===== config.mk =====
export PLATFORM = sky130hd
export DESIGN_NAME = pa_cp0_lpmd_seq_flat
export DESIGN_NICKNAME = d
export VERILOG_FILES = /design/src/rtl/pa_cp0_pkg.sv /design/src/rtl/pa_cp0_lpmd_seq_if.sv /design/src/rtl/pa_cp0_ack_collect.sv /design/src/rtl/pa_cp0_lpmd_seq.sv /design/src/flat_wrapper.sv
export SDC_FILE = /design/constraint.sdc
export NUM_CORES = 1
export LEC_CHECK = 0
export CAP_MARGIN = 20
export CORE_ASPECT_RATIO = 1.25
export CORE_UTILIZATION = 25
export CTS_BUF_LIST = sky130_fd_sc_hd__clkbuf_4
export CTS_CLUSTER_DIAMETER = 50
export DETAILED_ROUTE_END_ITERATION = 12
export PLACE_DENSITY = 0.44
export SYNTH_ARGS = -nofsm -noshare
export SYNTH_HDL_FRONTEND = slang
export SYNTH_SLANG_ARGS = --single-unit

===== constraint.sdc =====
create_clock -name forever_cpuclk -period 2.65 [get_ports forever_cpuclk]
set_clock_uncertainty 0.2 [all_clocks]
set_input_delay 0.53 -clock forever_cpuclk [delete_from_list [all_inputs] [get_ports forever_cpuclk]]
set_output_delay 0.53 -clock forever_cpuclk [all_outputs]
set_load 0.03 [all_outputs]

===== src/rtl/pa_cp0_pkg.sv =====
// Shared state encodings and width defaults for the CP0 low-power-mode sequencer.
package pa_cp0_pkg;

  localparam int MODE_W_DEF = 2;
  localparam int TO_W_DEF   = 8;

  typedef enum logic [2:0] {
    ST_IDLE = 3'b000,
    ST_REQ  = 3'b001,
    ST_LPMD = 3'b011,
    ST_EXIT = 3'b010,
    ST_CPLT = 3'b100
  } lpmd_state_e;

endpackage


===== src/rtl/pa_cp0_lpmd_seq_if.sv =====
// WFI stall handshake with IUI plus the per-channel low-power request/acknowledge bundle.
interface pa_cp0_lpmd_seq_if #(
  parameter int NUM_ACK = 2
) ();

  // iui_special_wfi is held valid until special_iui_stall drops (CPLT releases it);
  // lpmd_req_vec[i] stays high until ack_vec[i] is seen, as a level or a one-cycle pulse.
  logic               iui_special_wfi;
  logic               special_iui_stall;
  logic               special_iui_abort;
  logic [NUM_ACK-1:0] lpmd_req_vec;
  logic [NUM_ACK-1:0] ack_vec;

  modport master (
    input  iui_special_wfi,
    input  ack_vec,
    output special_iui_stall,
    output special_iui_abort,
    output lpmd_req_vec
  );

  modport slave (
    output iui_special_wfi,
    output ack_vec,
    input  special_iui_stall,
    input  special_iui_abort,
    input  lpmd_req_vec
  );

endinterface


===== src/rtl/pa_cp0_ack_collect.sv =====
// Sticky per-channel acknowledge register and the all-acknowledged reduction.
module pa_cp0_ack_collect
  import pa_cp0_pkg::*;
#(
  parameter int NUM_ACK = 2
) (
  input  logic               clk,
  input  logic               rst,
  input  logic               clr,
  input  logic               en,
  input  logic [NUM_ACK-1:0] ack_vec,
  output logic [NUM_ACK-1:0] sticky,
  output logic               all_acked
);

  logic [NUM_ACK-1:0] sticky_d;
  logic [NUM_ACK-1:0] sticky_q;

  always_comb begin
    sticky_d = sticky_q;
    if (clr) begin
      sticky_d = '0;
    end else if (en) begin
      sticky_d = sticky_q | ack_vec;
    end
  end

  always_ff @(posedge clk) begin
    if (rst) begin
      sticky_q <= '0;
    end else begin
      sticky_q <= sticky_d;
    end
  end

  // A channel acking in the current cycle counts, so a single-cycle pulse is enough.
  assign sticky    = sticky_q;
  assign all_acked = &(sticky_q | ack_vec);

endmodule


===== src/rtl/pa_cp0_lpmd_seq.sv =====
// Low-power-mode sequencer: collects channel acks after WFI, enters/exits low power, releases WFI.
module pa_cp0_lpmd_seq
  import pa_cp0_pkg::*;
#(
  parameter int NUM_ACK  = 2,
  parameter int MODE_W   = MODE_W_DEF,
  parameter int TO_W     = TO_W_DEF,
  parameter int EXIT_CYC = 4
) (
  input  logic              forever_cpuclk,
  input  logic              cpurst,
  pa_cp0_lpmd_seq_if.master lpmd_if,
  input  logic [MODE_W-1:0] regs_special_lpmd,
  input  logic [TO_W-1:0]   regs_special_timeout,
  input  logic              wake_req,
  input  logic              dbg_on,
  input  logic              rtu_yy_xx_flush,
  output logic [MODE_W-1:0] lpmd_b,
  output logic              in_lpmd,
  output logic              cp0_yy_clk_en,
  output logic [2:0]        lpmd_top_cur_state
);

  localparam logic [MODE_W-1:0] MODE_RUN = '1;
  localparam logic [TO_W-1:0]   CNT_ONE  = TO_W'(1);

  lpmd_state_e        state_d, state_q;
  logic [TO_W-1:0]    cnt_d, cnt_q;
  logic [MODE_W-1:0]  lpmd_b_d, lpmd_b_q;
  logic               abort_d, abort_q;
  logic               ack_clr;
  logic               wake;
  logic               wfi;
  logic [NUM_ACK-1:0] sticky;
  logic               all_acked;

  assign wfi  = lpmd_if.iui_special_wfi;
  assign wake = wake_req | dbg_on;

  pa_cp0_ack_collect #(
    .NUM_ACK (NUM_ACK)
  ) u_ack_collect (
    .clk       (forever_cpuclk),
    .rst       (cpurst),
    .clr       (ack_clr),
    .en        (state_q == ST_REQ),
    .ack_vec   (lpmd_if.ack_vec),
    .sticky    (sticky),
    .all_acked (all_acked)
  );

  always_comb begin
    state_d  = state_q;
    cnt_d    = cnt_q;
    lpmd_b_d = lpmd_b_q;
    abort_d  = 1'b0;
    ack_clr  = 1'b0;
    case (state_q)
      ST_IDLE: begin
        if (wfi) begin
          if (regs_special_lpmd != MODE_RUN) begin
            state_d = ST_REQ;
            ack_clr = 1'b1;
            cnt_d   = regs_special_timeout;
          end else begin
            state_d = ST_CPLT;
          end
        end
      end
      // Flush beats wake, wake beats a completed ack set, which beats the timeout.
      ST_REQ: begin
        if (rtu_yy_xx_flush) begin
          state_d  = ST_IDLE;
          ack_clr  = 1'b1;
          lpmd_b_d = MODE_RUN;
        end else if (wake) begin
          state_d = ST_CPLT;
        end else if (all_acked) begin
          state_d  = ST_LPMD;
          lpmd_b_d = regs_special_lpmd;
        end else if ((regs_special_timeout != '0) && (cnt_q == CNT_ONE)) begin
          state_d = ST_CPLT;
          abort_d = 1'b1;
        end else if (cnt_q != '0) begin
          cnt_d = cnt_q - CNT_ONE;
        end
      end
      ST_LPMD: begin
        if (wake) begin
          state_d  = ST_EXIT;
          lpmd_b_d = MODE_RUN;
          cnt_d    = TO_W'(EXIT_CYC);
        end
      end
      ST_EXIT: begin
        if (rtu_yy_xx_flush) begin
          state_d  = ST_IDLE;
          ack_clr  = 1'b1;
          lpmd_b_d = MODE_RUN;
        end else begin
          if (cnt_q <= CNT_ONE) begin
            state_d = ST_CPLT;
          end
          if (cnt_q != '0) begin
            cnt_d = cnt_q - CNT_ONE;
          end
        end
      end
      ST_CPLT: begin
        state_d = ST_IDLE;
        if (rtu_yy_xx_flush) begin
          ack_clr  = 1'b1;
          lpmd_b_d = MODE_RUN;
        end
      end
      default: begin
        state_d = ST_IDLE;
      end
    endcase
  end

  always_ff @(posedge forever_cpuclk) begin
    if (cpurst) begin
      state_q  <= ST_IDLE;
      cnt_q    <= '0;
      lpmd_b_q <= MODE_RUN;
      abort_q  <= 1'b0;
    end else begin
      state_q  <= state_d;
      cnt_q    <= cnt_d;
      lpmd_b_q <= lpmd_b_d;
      abort_q  <= abort_d;
    end
  end

  // abort_q marks a CPLT reached by timeout; CPLT lasts one cycle, so the abort is a pulse.
  assign lpmd_if.lpmd_req_vec      = {NUM_ACK{state_q == ST_REQ}} & ~sticky;
  assign lpmd_if.special_iui_stall = ((state_q == ST_IDLE) && wfi) || (state_q == ST_REQ) ||
                                     (state_q == ST_LPMD) || (state_q == ST_EXIT);
  assign lpmd_if.special_iui_abort = (state_q == ST_CPLT) && abort_q;
  assign in_lpmd                   = (state_q == ST_LPMD);
  assign cp0_yy_clk_en             = ~in_lpmd;
  assign lpmd_b                    = lpmd_b_q;
  assign lpmd_top_cur_state        = state_q;

endmodule


===== src/flat_wrapper.sv =====
// flat-port wrapper written by rule: the top's interface ports become plain ports
module pa_cp0_lpmd_seq_flat import pa_cp0_pkg::*;
#(
  parameter int NUM_ACK  = 2,
  parameter int MODE_W   = MODE_W_DEF,
  parameter int TO_W     = TO_W_DEF,
  parameter int EXIT_CYC = 4
)
  (forever_cpuclk, cpurst, regs_special_lpmd, regs_special_timeout, wake_req, dbg_on, rtu_yy_xx_flush, lpmd_b, in_lpmd, cp0_yy_clk_en, lpmd_top_cur_state, lpmd_if_iui_special_wfi, lpmd_if_ack_vec, lpmd_if_special_iui_stall, lpmd_if_special_iui_abort, lpmd_if_lpmd_req_vec);
  pa_cp0_lpmd_seq_if #(.NUM_ACK(NUM_ACK)) lpmd_if_i ();
  input  logic forever_cpuclk;
  input  logic cpurst;
  input  logic [MODE_W-1:0] regs_special_lpmd;
  input  logic [TO_W-1:0] regs_special_timeout;
  input  logic wake_req;
  input  logic dbg_on;
  input  logic rtu_yy_xx_flush;
  output logic [MODE_W-1:0] lpmd_b;
  output logic in_lpmd;
  output logic cp0_yy_clk_en;
  output logic [2:0] lpmd_top_cur_state;
  input wire logic [$bits(lpmd_if_i.iui_special_wfi)-1:0] lpmd_if_iui_special_wfi;
  input wire logic [$bits(lpmd_if_i.ack_vec)-1:0] lpmd_if_ack_vec;
  output wire logic [$bits(lpmd_if_i.special_iui_stall)-1:0] lpmd_if_special_iui_stall;
  output wire logic [$bits(lpmd_if_i.special_iui_abort)-1:0] lpmd_if_special_iui_abort;
  output wire logic [$bits(lpmd_if_i.lpmd_req_vec)-1:0] lpmd_if_lpmd_req_vec;
  assign lpmd_if_i.iui_special_wfi = lpmd_if_iui_special_wfi;
  assign lpmd_if_i.ack_vec = lpmd_if_ack_vec;
  assign lpmd_if_special_iui_stall = lpmd_if_i.special_iui_stall;
  assign lpmd_if_special_iui_abort = lpmd_if_i.special_iui_abort;
  assign lpmd_if_lpmd_req_vec = lpmd_if_i.lpmd_req_vec;
  pa_cp0_lpmd_seq #(.NUM_ACK(NUM_ACK), .MODE_W(MODE_W), .TO_W(TO_W), .EXIT_CYC(EXIT_CYC)) u_core (.forever_cpuclk(forever_cpuclk), .cpurst(cpurst), .lpmd_if(lpmd_if_i), .regs_special_lpmd(regs_special_lpmd), .regs_special_timeout(regs_special_timeout), .wake_req(wake_req), .dbg_on(dbg_on), .rtu_yy_xx_flush(rtu_yy_xx_flush), .lpmd_b(lpmd_b), .in_lpmd(in_lpmd), .cp0_yy_clk_en(cp0_yy_clk_en), .lpmd_top_cur_state(lpmd_top_cur_state));
endmodule

==> results of run 1 <==
-- synthesized netlist by cell type, drive strengths merged, types with 2 or more instances --
cell     n
a21boi   2
a21oi    9
a22oi    2
a311oi   2
buf      3
clkbuf   4
dfxtp   16
ha       3
inv      5
mux2     7
mux2i    7
nand2    9
nand2b   6
nor2    24
nor2b    6
nor3     5
nor3b    2
nor4     3
o21ai    9
o21bai   2
or4      3
xor2     2
-- layout by cell type (no fill, tap or decap), types with 2 or more instances in the layout --
| cell | netlist | routed |
|---|---|---|
| a21boi_0 | 2 | 2 |
| a21oi_1 | 9 | 9 |
| a22oi_1 | 2 | 2 |
| buf_4 | 0 | 12 |
| clkbuf_4 | 0 | 3 |
| clkdlybuf4s50_1 | 0 | 26 |
| dfxtp_1 | 16 | 16 |
| dlymetal6s2s_1 | 0 | 2 |
| ha_1 | 3 | 3 |
| inv_1 | 5 | 5 |
| mux2_2 | 7 | 7 |
| mux2i_1 | 7 | 7 |
| nand2_1 | 9 | 9 |
| nand2b_1 | 6 | 6 |
| nor2_1 | 24 | 24 |
| nor2b_1 | 6 | 6 |
| nor3_1 | 4 | 4 |
| nor3b_1 | 2 | 2 |
| nor4_1 | 3 | 3 |
| o21ai_0 | 8 | 8 |
| o21bai_1 | 2 | 2 |
| xor2_1 | 2 | 2 |
-- worst reg2reg max path: stages (launching register included) --
cell      delay (ns)
dfxtp_1         0.38
or4_4           0.59
nor3_4          0.24
a21oi_1         0.17
o221ai_4        0.39
mux2_2          0.39
-- power breakdown --
group / internal, mW / total, mW / leakage (nW) / switching (mW)
clock: 0.0547 / 0.134 / 0.0154 / 0.0791
combinational: 0.263 / 0.556 / 0.516 / 0.294
sequential: 0.279 / 0.329 / 0.131 / 0.0497
total: 0.597 / 1.02 / 0.662 / 0.422
-- path summary, 6_finish.rpt --
| path | startpoint | to | depth (start not counted) |
|---|---|---|---|
| min reg2reg | u_core.lpmd_b[1] | u_core.lpmd_b[1] | 2 |
| max reg2reg | u_core.cnt_q[2] | u_core.cnt_q[3] | 5 |
| min | u_core.lpmd_b[1] | u_core.lpmd_b[1] | 2 |
| max | lpmd_if_iui_special_wfi | lpmd_if_special_iui_stall | 4 |
-- flip-flops by register name (all words and copies together), names as in the netlist --
signal	cells
u_core.abort_q	1
u_core.lpmd_b	2
u_core.u_ack_collect.sticky	2
u_core.lpmd_top_cur_state	3
u_core.cnt_q	8
-- timing repair --
| action | CTS | global route |
|---|---|---|
| endpoints found under the setup margin | 0 | 2 |
| hold buffers | 0 | 0 |
| gates resized for setup | 0 | 2 |
-- layer usage --
metal  wire [um]  share of wire [%]  global-route usage, %  vias to the layer above
met3         135                4.1                  2.000                        4
met4          40                1.2                  5.455                        0
li1            -                  -                      -                      619
met5           0                  0                      0                        -
met2        1698                 51                  25.64                       32
met1        1456                 44                  14.99                      568
-- stage by stage --
stage | total power [mW] | hold slack (ns) | worst slack [ns] | instance area [um2] | setup TNS, ns
after floorplan | 0.7090 | 0.2595 | 0.3679 | 1204 | 0
after global placement | 0.8876 | 0.2901 | 0.003014 | 1618 | 0
after detailed placement | 0.8905 | 0.3011 | -0.04835 | 1618 | -0.2136
after CTS | 1.034 | 0.3287 | 0.03318 | 1644 | 0
after global routing | 1.095 | 0.3615 | 0.01533 | 1649 | 0
final | 1.019 | 0.3313 | 0.07914 | 1649 | 0
-- final cells by class --
cell class | count | share of cell area (%)
clock buffer | 3 | 1.366
tap | 58 | 4.401
clock inverter | 1 | 0.2276
sequential | 16 | 19.42
inverter | 5 | 1.138
timing repair buffer | 40 | 22.76
multi-input combinational | 123 | 50.68
-- kinds of logic after synthesis --
family	share of synthesized area, %
muxes	12.37
and+or+nand+nor	29.94
buffers and inverters	3.950
xor gates and xnor gates	2.183
DFF	26.61
AOI/OAI and AO/OA	21.83
adders and majority gates	3.119
==> results.tsv, run 1 <==
metric	value	unit
status	finished clean	
EDFF count, synth	0	
VDD IR-drop max	0.2525	mV
delay-heaviest family, CP	buffers and inverters	
final setup fails	0	
Synth Flop Type	dfxtp_1	
standard-cell rows	27	
die height	79.58	um
htree depth	1	
WL/cell	13.54	um
Buf/Inv on CP	2	
worst skew pair latency	0.29	ns
worst hold-check path type	register to register	
WP data required	1.92	ns
post-synth cell types	48	
flop-to-flop setup slack	0.19	ns
slowest CP cell	clkdlybuf4s50_1	
final max-slew violation count	0	
first-pass GRT wire length	5.326	mm
Slew headroom	61.06	%
Inserted Diodes	0	
slowest stage delay, CP	0.67	ns
Layout Utilization	36.43	%
vias in the first global route	1175	
Max-Cap Viols	0	
final-report hold violation count	0	
Reg clk slew, reported paths	0.10	ns
io pins	29	
largest net degree at the start of global routing	26	
Initial Util	26.59	%
nets	210	
detailed placer's ending HPWL	2.597	mm
deepest clock path buffer count	2	
top cell type by total area after synthesis	dfxtp_1	
crit path max fanout	2	
DIE AREA	5098	um2
most used cell, CP	clkdlybuf4s50_1	
CTS Root Cell	clkbuf_4	
share of post-route cells with drive strength above 1	15.43	%
Setup crit start kind	input pin	
top cell type's share of synthesized area	26.61	%
FMAX	0.3890	GHz
Non-Filler Instances	246	
Routed Antenna Nets	0	
endpoint type of the worst setup path	output port	
crit-path cells	clkdlybuf4s50_1 > nor3_1 > nor2_1 > clkdlybuf4s50_1	
CTS tree	built	
initial drt markers	51	
clk sinks	16	
# port buffers	28	
power density over the cells	618.0	nW/um2
FILL cells	490	
RSZ-0062 raised after global routing	false	
final WL	3.331	mm
GRT Util Overall	13.61	%
Slew @ Worst Pin	0.5828	ns
via count	1223	
CP Class	input pin to output port	
DRC viols	0	
mapped cell area	1204	um2
Die W	64.06	um
global route overflow	0	
Post-CTS Setup Inserts	0	
initial antenna violation count	0	
Core Region	4527	um2
asr flop ratio synth	0	%
YS warnings	0	
multi-input logic area	835.8	um2
dpl cells	242	
syn_area_per_cell	7.971	um2
Num CTS Buffers	3	
router iterations before antenna repair	4	
Final GP Congestion	0.8130	
synth-to-layout area growth	37.01	%
Synth area leaders	dfxtp_1 (27%), nor2_1 (7.5%), mux2_2 (6.5%)	
Yosys reg bits	16	
Final Cycle Share	97.01	%
syn_nets	172	
sequential cell area	320.3	um2
post-route minimum period	2.571	ns
Seq/Total Area, Yosys	26.61	%
Lkg Pwr	0.6625	nW
Syn Inst Count	151	
Crit path arrival time	1.84	ns
via/cell ratio	4.972	
(Power assumes the default switching activity.)
==> inputs of run 2 (changes only) <==
ABC_CLOCK_PERIOD_IN_PS = 2650   (was unset)
==> results of run 2 <==
The final DEF is identical to that of run 1; final timing and power are the same.
